<file path="config.mk">
export PLATFORM = sky130hd
export DESIGN_NAME = ovl_sem_pulse_sched
export DESIGN_NICKNAME = d
export VERILOG_FILES = /design/src/rtl/ovl_sem_pkg.sv /design/src/rtl/ovl_sem_phase_cnt.sv /design/src/rtl/ovl_sem_pulse_sched.sv
export SDC_FILE = /design/constraint.sdc
export NUM_CORES = 1
export LEC_CHECK = 0
export BUFFER_PORTS_ARGS = -buffer_cell sky130_fd_sc_hd__buf_2
export CORE_MARGIN = 1.5
export CORE_UTILIZATION = 58
export CTS_BUF_LIST = sky130_fd_sc_hd__clkbuf_4
export DETAILED_ROUTE_END_ITERATION = 7
export PLACE_DENSITY = 0.83
export SYNTH_ARGS = -nofsm -noshare
export SYNTH_HDL_FRONTEND = slang
export SYNTH_HIERARCHICAL = 1
export SYNTH_SLANG_ARGS = --single-unit
</file>
<file path="constraint.sdc">
create_clock -name clk -period 2.66 [get_ports clk]
set_input_delay 0.798 -clock clk [delete_from_list [all_inputs] [get_ports clk]]
set_output_delay 0.798 -clock clk [all_outputs]
set_load 0.1 [all_outputs]
</file>
<file path="src/rtl/ovl_sem_pkg.sv">
// Shared types and helpers for the OVL semantic pulse scheduler.
package ovl_sem_pkg;

   typedef enum logic [2:0] {
      IDLE,
      LEAD,
      HIGH,
      GAP,
      DRAIN
   } sched_state_e;

   // Bit of the checker fire vector that flags an assertion failure.
   localparam int OVL_FIRE_2STATE = 0;

   // Increment that sticks at the all-ones value of a 'width'-bit field.
   function automatic logic [31:0] sat_inc(input logic [31:0] val, input int unsigned width);
      logic [31:0] max_val;
      max_val = (width >= 32) ? 32'hFFFF_FFFF : ((32'd1 << width) - 32'd1);
      return (val >= max_val) ? max_val : (val + 32'd1);
   endfunction

endpackage

</file>
<file path="src/rtl/ovl_sem_phase_cnt.sv">
// Loadable down-counter timing one scheduler phase (lead, width, gap or drain).
// expired is high during the last cycle of the loaded phase length.
module ovl_sem_phase_cnt #(
   parameter int W = 4
) (
   input  logic         clk,
   input  logic         reset,
   input  logic         load,
   input  logic         zero_as_one,
   input  logic         dec,
   input  logic [W-1:0] load_val,
   output logic         expired
);

   logic [W-1:0] cnt;

   // Load has priority over decrement; a zero load may be promoted to one cycle.
   always_ff @(posedge clk) begin
      if (reset) begin
         cnt <= '0;
      end else if (load) begin
         cnt <= (zero_as_one && (load_val == '0)) ? W'(1) : load_val;
      end else if (dec && (cnt != '0)) begin
         cnt <= cnt - W'(1);
      end
   end

   assign expired = (cnt <= W'(1));

endmodule

</file>
<file path="src/rtl/ovl_sem_pulse_sched.sv">
// Pulse-train sequencer driving an ovl_width-style checker and recording its fire bit.
module ovl_sem_pulse_sched
   import ovl_sem_pkg::*;
#(
   parameter int CNT_W     = 4,
   parameter int CYC_W     = 8,
   parameter int DRAIN_CKS = 4
) (
   input  logic             clk,
   input  logic             reset,
   input  logic             start,
   input  logic [CNT_W-1:0] cfg_lead,
   input  logic [CNT_W-1:0] cfg_width,
   input  logic [CNT_W-1:0] cfg_gap,
   input  logic [CNT_W-1:0] cfg_count,
   input  logic [2:0]       fire,
   output logic             enable,
   output logic             test_expr,
   output logic             busy,
   output logic             done,
   output logic [CNT_W-1:0] fire_cnt,
   output logic [CYC_W-1:0] first_fire_cycle
);

   localparam logic [CNT_W-1:0] DRAIN_VAL = CNT_W'(DRAIN_CKS);

   sched_state_e     state;
   logic [CNT_W-1:0] width_q;
   logic [CNT_W-1:0] gap_q;
   logic [CNT_W-1:0] pulses_left;
   logic [CYC_W-1:0] run_cyc;
   logic             hit;
   logic             accept;
   logic             ph_load;
   logic             ph_dec;
   logic [CNT_W-1:0] ph_val;
   logic             ph_expired;
   logic             unused_fire_hi;

   // A start is only honoured in IDLE and not in the done cycle.
   assign accept         = (state == IDLE) && start && !done;
   assign unused_fire_hi = ^fire[2:1];

   // Phase counter control: reload on every phase change, count down otherwise.
   always_comb begin
      ph_load = 1'b0;
      ph_dec  = 1'b0;
      ph_val  = '0;
      case (state)
         IDLE: begin
            if (accept) begin
               ph_load = 1'b1;
               if (cfg_lead != '0)       ph_val = cfg_lead;
               else if (cfg_count != '0) ph_val = cfg_width;
               else                      ph_val = DRAIN_VAL;
            end
         end
         LEAD: begin
            if (ph_expired) begin
               ph_load = 1'b1;
               ph_val  = (pulses_left != '0) ? width_q : DRAIN_VAL;
            end else begin
               ph_dec = 1'b1;
            end
         end
         HIGH: begin
            if (ph_expired) begin
               ph_load = 1'b1;
               ph_val  = (pulses_left > CNT_W'(1)) ? gap_q : DRAIN_VAL;
            end else begin
               ph_dec = 1'b1;
            end
         end
         GAP: begin
            if (ph_expired) begin
               ph_load = 1'b1;
               ph_val  = width_q;
            end else begin
               ph_dec = 1'b1;
            end
         end
         DRAIN: begin
            ph_dec = !ph_expired;
         end
         default: ;
      endcase
   end

   ovl_sem_phase_cnt #(
      .W (CNT_W)
   ) u_phase_cnt (
      .clk         (clk),
      .reset       (reset),
      .load        (ph_load),
      .zero_as_one (1'b1),
      .dec         (ph_dec),
      .load_val    (ph_val),
      .expired     (ph_expired)
   );

   // Run configuration: captured on the accepted start, pulses consumed as each HIGH ends.
   always_ff @(posedge clk) begin
      if (accept) begin
         width_q     <= cfg_width;
         gap_q       <= cfg_gap;
         pulses_left <= cfg_count;
      end else if ((state == HIGH) && ph_expired) begin
         pulses_left <= pulses_left - CNT_W'(1);
      end
   end

   // Scheduler FSM with registered enable/test_expr/busy/done.
   always_ff @(posedge clk) begin
      if (reset) begin
         state     <= IDLE;
         busy      <= 1'b0;
         test_expr <= 1'b0;
         done      <= 1'b0;
      end else begin
         done <= 1'b0;
         case (state)
            IDLE: begin
               if (accept) begin
                  busy <= 1'b1;
                  if (cfg_lead != '0) begin
                     state <= LEAD;
                  end else if (cfg_count != '0) begin
                     state     <= HIGH;
                     test_expr <= 1'b1;
                  end else begin
                     state <= DRAIN;
                  end
               end
            end
            LEAD: begin
               if (ph_expired) begin
                  if (pulses_left != '0) begin
                     state     <= HIGH;
                     test_expr <= 1'b1;
                  end else begin
                     state <= DRAIN;
                  end
               end
            end
            HIGH: begin
               if (ph_expired) begin
                  test_expr <= 1'b0;
                  state     <= (pulses_left > CNT_W'(1)) ? GAP : DRAIN;
               end
            end
            GAP: begin
               if (ph_expired) begin
                  state     <= HIGH;
                  test_expr <= 1'b1;
               end
            end
            DRAIN: begin
               if (ph_expired) begin
                  state <= IDLE;
                  busy  <= 1'b0;
                  done  <= 1'b1;
               end
            end
            default: begin
               state     <= IDLE;
               busy      <= 1'b0;
               test_expr <= 1'b0;
            end
         endcase
      end
   end

   assign enable = busy;

   // Fire monitor: counts fire[0] cycles and stamps the first hit while a run is active.
   always_ff @(posedge clk) begin
      if (reset) begin
         fire_cnt         <= '0;
         first_fire_cycle <= '1;
         hit              <= 1'b0;
         run_cyc          <= '0;
      end else if (accept) begin
         fire_cnt         <= '0;
         first_fire_cycle <= '1;
         hit              <= 1'b0;
         run_cyc          <= '0;
      end else if (busy) begin
         run_cyc <= CYC_W'(sat_inc(32'(run_cyc), CYC_W));
         if (fire[OVL_FIRE_2STATE]) begin
            fire_cnt <= CNT_W'(sat_inc(32'(fire_cnt), CNT_W));
            if (!hit) begin
               first_fire_cycle <= run_cyc;
               hit              <= 1'b1;
            end
         end
      end
   end

endmodule

</file>
==> results of run 1 <==
layer usage:
| layer | vias to the layer above | global-route usage | wire length [um] |
|---|---|---|---|
| li1 | 957 | - | - |
| met1 | 893 | 0.274 | 1980 |
| met2 | 25 | 0.439 | 2330 |
| met3 | 10 | 0.0486 | 116 |
| met4 | 0 | 0.0904 | 98 |
| met5 | - | 0 | 0 |
state kept, by name, indices dropped and copies added (netlist names), 3 cells and up:
name and flops:
fire_cnt 4, first_fire_cycle 8, gap_q 4, pulses_left 4, run_cyc 8, state 3
u_phase_cnt/cnt 4, width_q 4
cell type report:
class	instances	area share
multi-input cells	178	0.448
clock buffers	6	0.0182
flip-flops and latches	43	0.397
well taps	48	0.0243
clock inverters	2	0.00506
inverters	14	0.0213
repair buffers	40	0.0861
cells by family (layout without fill, tap and decap cells):
| family | Yosys count | after routing | share of synthesized area |
|---|---|---|---|
| AO/OA/AOI/OAI | 57 | 57 | 0.176 |
| other | 1 | 1 | 0.00171 |
| AND/OR/NAND/NOR | 105 | 105 | 0.251 |
| adder cells (fa/ha/maj) | 8 | 8 | 0.0456 |
| flip-flops | 43 | 43 | 0.446 |
| XOR/XNOR | 4 | 4 | 0.0159 |
| buffers and inverters | 24 | 62 | 0.0495 |
| multiplexers | 3 | 3 | 0.0137 |
cells in the mapped netlist, types with 3 or more instances:
master,count
a22oi_1,3
edfxtp_1,12
nor3_1,10
nor2_1,24
nand2b_1,5
nand3_1,13
mux2i_1,3
buf_2,3
a211oi_1,4
ha_1,8
dfxtp_1,31
nand4_1,4
o22ai_1,4
nand2_1,25
o21ai_0,9
clkbuf_1,3
xnor2_1,3
a311oi_1,3
a21oi_1,19
inv_1,13
tightest hold or removal path: cells and delay by family (launching register included):
family           cells  cell delay, ns
DFF                  1            0.33
and+or+nand+nor      2            0.11
worst paths after layout:
path                                            end  slack, ns  cells past startpoint
worst min-delay path            first_fire_cycle[5]       0.47                      2
worst min register to register  first_fire_cycle[5]       0.47                      2
worst max register to register   u_phase_cnt/cnt[3]       0.36                     10
worst max-delay path             u_phase_cnt/cnt[3]       0.36                     10
power groups by stage:
stage | Combinational (mW) | Sequential (mW) | Clock (mW)
final | 1.15 | 0.945 | 0.321
after global routing | 1.26 | 0.966 | 0.363
after CTS | 1.15 | 0.943 | 0.335
after detailed placement | 1.14 | 0.958 | 0
after global placement | 1.11 | 0.953 | 0
after floorplan | 0.714 | 1.14 | 0
through the flow:
| step | setup slack [ns] | cells |
|---|---|---|
| 2_1_floorplan | 0.399 | 245 |
| 3_3_place_gp | 0.188 | 323 |
| 3_5_place_dp | 0.165 | 323 |
| 4_1_cts | 0.341 | 331 |
| 5_1_grt | 0.204 | 331 |
| 6_report | 0.356 | 331 |
==> flow_summary.toml, run 1 <==
[clocking]
clock-sinks = 43
cts-htree-levels = 2
post_cts_resized = 0
hold_buffers = 0
cts_root_buf = "clkbuf_4"
tritoncts = "yes"
cts_buffers = 5
cts_setup_buffers = 0
clk_path_buf_depth = 2
cts.reportedPaths.clkPinSlew_ns = 0.13
clk_latency_ns = 0.36

[worst_setup_path]
worstSetupEndpointType = "flop"
r2r-start = "u_phase_cnt/cnt[0]"
cp-start-kind = "flop"
slowest_delay_ns = 0.39
crit_type = "reg2reg"
cpMostUsedCell = "inv_1"
crit_chain = "inv_1 > ha_1 > nor2_1 > nor3_1 > buf_4 > inv_1 > and3_1 > nor4b_1 > mux2i_1 > a211oi_1"
worstPathArrival_ns = 2.56
path_buf_inv = 3
cp-startpoint = "u_phase_cnt/cnt[0]"
slowest_stage = "dfxtp_1"
crit_path_max_fanout = 6
critPathRequiredTime_ns = 2.91
cpLargestDelayFamily = "simple AND/OR/NAND/NOR gates"

[sta]
worstMarginPinSlew_ns = 0.542
setup_viol = 0
skew_ns = 0.0108
whs_ns = 0.475
slew_violations = 0
grt_setup_unrepaired = "no"
max_freq_mhz = 434
period_minus_slack_ns = 2.30
period_share = 0.866
finalHoldViolations = 0
max_slew_margin = 0.636
tns_ns = 0

[logic_synthesis]
synth_area_leaders = "dfxtp_1, edfxtp_1, ha_1, a21oi_1, nand2_1"
yosysWarnings = 6
ys_seq_area_frac = 0.446
postSynthCellCount = 245
synth_edf_count = 12
synth_top_area_cell = "dfxtp_1"
async_flop_share = 0
netlist.area_leader.share = 0.282
syn_area_mm2 = 0.00220
yosys_most_used_dff = "dfxtp_1"
avgSynthCellArea_um2 = 8.97
synth_cell_types = 57
synth.net_count = 275
synth_seq_cells = 43

[global_route]
grt_use_total = 0.240
grt_max_degree = 16
grt_pass1_vias = 1797
grt_remaining_overflow = 0
antenna_found_initial = 0
grt_pass1_wl_um = 7760

[hold_path]
hold_path.class = "reg2reg"
min_from = "first_fire_cycle[5]"

[drt]
drtIter0Drc = 96
post_drt_wl_per_cell_um = 13.6
firstDrtPassIters = 4
via_per_inst = 5.69
routed_wl_um = 4520
route.detailed.drc = 0
antenna_left = 0
vias = 1885

[finish]
area_growth_pct = 12.5
drive_gt1_frac = 0.219
antennaDiodeCount = 0
register_area_um2 = 981
fillers = 315
mostFrequentLayoutCells = "buf_2, dfxtp_1, nand2_1, nor2_1, a21oi_1"
nNetsFinal = 312
multiInputGateArea_mm2 = 0.00111
fin_util = 0.675
layout_commonest_cell = "buf_2"
final_cell_area_mm2 = 0.00247

[floorplan]
start_util = 0.600
die_height_um = 64.5
die_w_um = 64.5
io_pins = 38
rows = 22
die_area_mm2 = 0.00417
core-area_mm2 = 0.00366

[power]
leakage_nw = 0.982
total_power_mw = 2.41
clkPwrFrac = 0.133
internal_power_mw = 1.34
seqPwrFrac = 0.391
switching_share = 0.447
powerDensity_mw_per_mm2 = 977
irDropWorstVdd_mv = 0.532
power.net_switching_mw = 1.08
p_comb_frac = 0.476

[run]
maxCapViolCount = 0

[run_status]
status = "finished, final reports clean"

[placement]
port_buffers = 35
place.gp.congestion = 0.868
post_dp_cell_area_mm2 = 0.00241
place_hpwl_um = 3400
No activity file was read; power rests on OpenSTA's default activity.
==> run 2: changes to the inputs <==
ABC_AREA = 1   (was default)
==> run 2 against run 1 <==
- first-iteration DRC count rose by 120%
- core utilization up 3.1 points
- register-to-register slack better by 0.25 ns
- global-route usage grew 0.77 points
- via count is 10% higher
- cell count rose by 20%
- worst setup slack better by 0.18 ns
- critical endpoint is now busy
- highest routed layer unchanged
==> flow_summary.toml, run 2 <==
[logic_synthesis]
synth_seq_cells = 43
syn_area_mm2 = 0.00234
yosysWarnings = 6
avgSynthCellArea_um2 = 7.64
synth_top_area_cell = "dfxtp_1"
yosysMostFrequentCell = "nand2_1"
synth_cell_types = 32
synth_commonest_cells = "nand2_1, inv_1, dfxtp_1"
ys_seq_area_frac = 0.420
yosys_most_used_dff = "dfxtp_1"
synth_area_leaders = "dfxtp_1, edfxtp_1, nand2_1, inv_1, nand3_1"
netlist.area_leader.share = 0.266
postSynthCellCount = 306
synth.net_count = 336
synth_edf_count = 12
async_flop_share = 0

[hold_path]
min_from = "first_fire_cycle[2]"
hold_path.class = "reg2reg"

[clocking]
hold_buffers = 0
post_cts_resized = 0
cts-htree-levels = 2
cts_buffers = 5
clk_latency_ns = 0.36
cts.reportedPaths.clkPinSlew_ns = 0.13
cts_setup_buffers = 0
cts_root_buf = "clkbuf_4"
clock-sinks = 43
clk_path_buf_depth = 2
tritoncts = "yes"

[worst_setup_path]
rrSetupSlack_ns = 0.61
cp-startpoint = "busy"
slowest_stage = "buf_2"
crit_path_max_fanout = 10
crit_type = "reg2out"
crit_chain = "buf_4 > buf_2"
r2r-start = "u_phase_cnt/cnt[0]"
slowest_delay_ns = 0.45
cp-start-kind = "flop"
critPathRequiredTime_ns = 1.86
worstPathArrival_ns = 1.33
worstSetupEndpointType = "output port"

[power]
powerDensity_mw_per_mm2 = 1080
leakage_nw = 1.22
irDropWorstVdd_mv = 0.562

[placement]
place_hpwl_um = 3590
placedCellCount = 388
place.gp.congestion = 0.876
port_buffers = 35

[drt]
post_drt_wl_per_cell_um = 12.0
vias = 2074
routed_wl_um = 4760
route.detailed.drc = 0
drtIter0Drc = 214
antenna_left = 0
firstDrtPassIters = 4
via_per_inst = 5.24

[sta]
grt_setup_unrepaired = "no"
period_minus_slack_ns = 2.13
max_freq_mhz = 470
skew_ns = 0.0168
setup_viol = 0
finalHoldViolations = 0
period_share = 0.800
max_slew_margin = 0.569
worstMarginPinSlew_ns = 0.640
tns_ns = 0
slew_violations = 0

[finish]
nNetsFinal = 377
fillers = 301
area_growth_pct = 13.9
mostFrequentLayoutCells = "nand2_1, buf_2, inv_1, dfxtp_1, nor2_1"
final-instance-count-excl-fill = 396
antennaDiodeCount = 0
layout_commonest_cell = "nand2_1"
drive_gt1_frac = 0.204
largestRegisters = "first_fire_cycle: 8 flops, run_cyc: 8 flops"

[global_route]
grt_pass1_wl_um = 8320
grt_use_total = 0.247
grt_pass1_vias = 1905
grt_max_degree = 21
grt_remaining_overflow = 0
antenna_found_initial = 0

[floorplan]
rows = 22
io_pins = 38
die_w_um = 66.5
die_height_um = 66.5
core-area_mm2 = 0.00377
start_util = 0.620
die_area_mm2 = 0.00442

[run_status]
status = "finished, final reports clean"

[run]
maxCapViolCount = 0
==> run 2: final timing paths <==
kind,cells past startpoint,endpoint
min,2,first_fire_cycle[2]
max reg2reg,5,pulses_left[1]
min reg2reg,2,first_fire_cycle[2]
max,2,busy
==> run 2: layout make-up <==
type	count	area (um2)	area share
multi-input combinational	218	1160	0.437
tap	48	60.1	0.0226
sequential	43	981	0.368
timing repair buffer	38	198	0.0742
inverter	41	155	0.0583
clock buffer	6	45.0	0.0169
clock inverter	2	60.1	0.0226
==> run 2: logic make-up after synthesis <==
logic type,after synthesis,share of synthesized area
and+or+nand+nor,146,0.285
AOI/OAI and AO/OA,56,0.142
buffers and inverters,45,0.0824
DFF,43,0.420
adders and majority gates,8,0.0428
xor gates and xnor gates,7,0.0262
other,1,0.00160
==> run 2: critical path: cells and delay by family, from the launching register on <==
family	cells	cell delay [ns]
DFF	1	0.33
buffers and inverters	2	0.63
==> run 2: power breakdown <==
| group | internal, mW | switching, mW | leakage, nW | total [mW] |
|---|---|---|---|---|
| clock | 0.303 | 0.215 | 0.0559 | 0.519 |
| combinational | 0.413 | 1.00 | 0.801 | 1.42 |
| sequential | 0.847 | 0.0976 | 0.367 | 0.945 |
==> run 2: stage by stage <==
stage / hold WS [ns] / instance area, um2 / power (mW) / utilization / setup WS (ns)
global placement: 0.455 / 2560 / 2.32 / 0.678 / 0.559
CTS: 0.489 / 2660 / 2.88 / 0.706 / 0.518
finish: 0.484 / 2660 / 2.88 / 0.706 / 0.531
global route: 0.520 / 2660 / 3.11 / 0.706 / 0.441
detailed placement: 0.455 / 2560 / 2.36 / 0.678 / 0.487
floorplan: 0.446 / 2340 / 2.08 / - / 0.314
==> run 2: layer usage <==
layer / GRT usage / wire [um]
met5: 0 / 0
met1: 0.328 / 2340
met3: 0.0490 / 180
met4: 0.112 / 81
met2: 0.388 / 2160
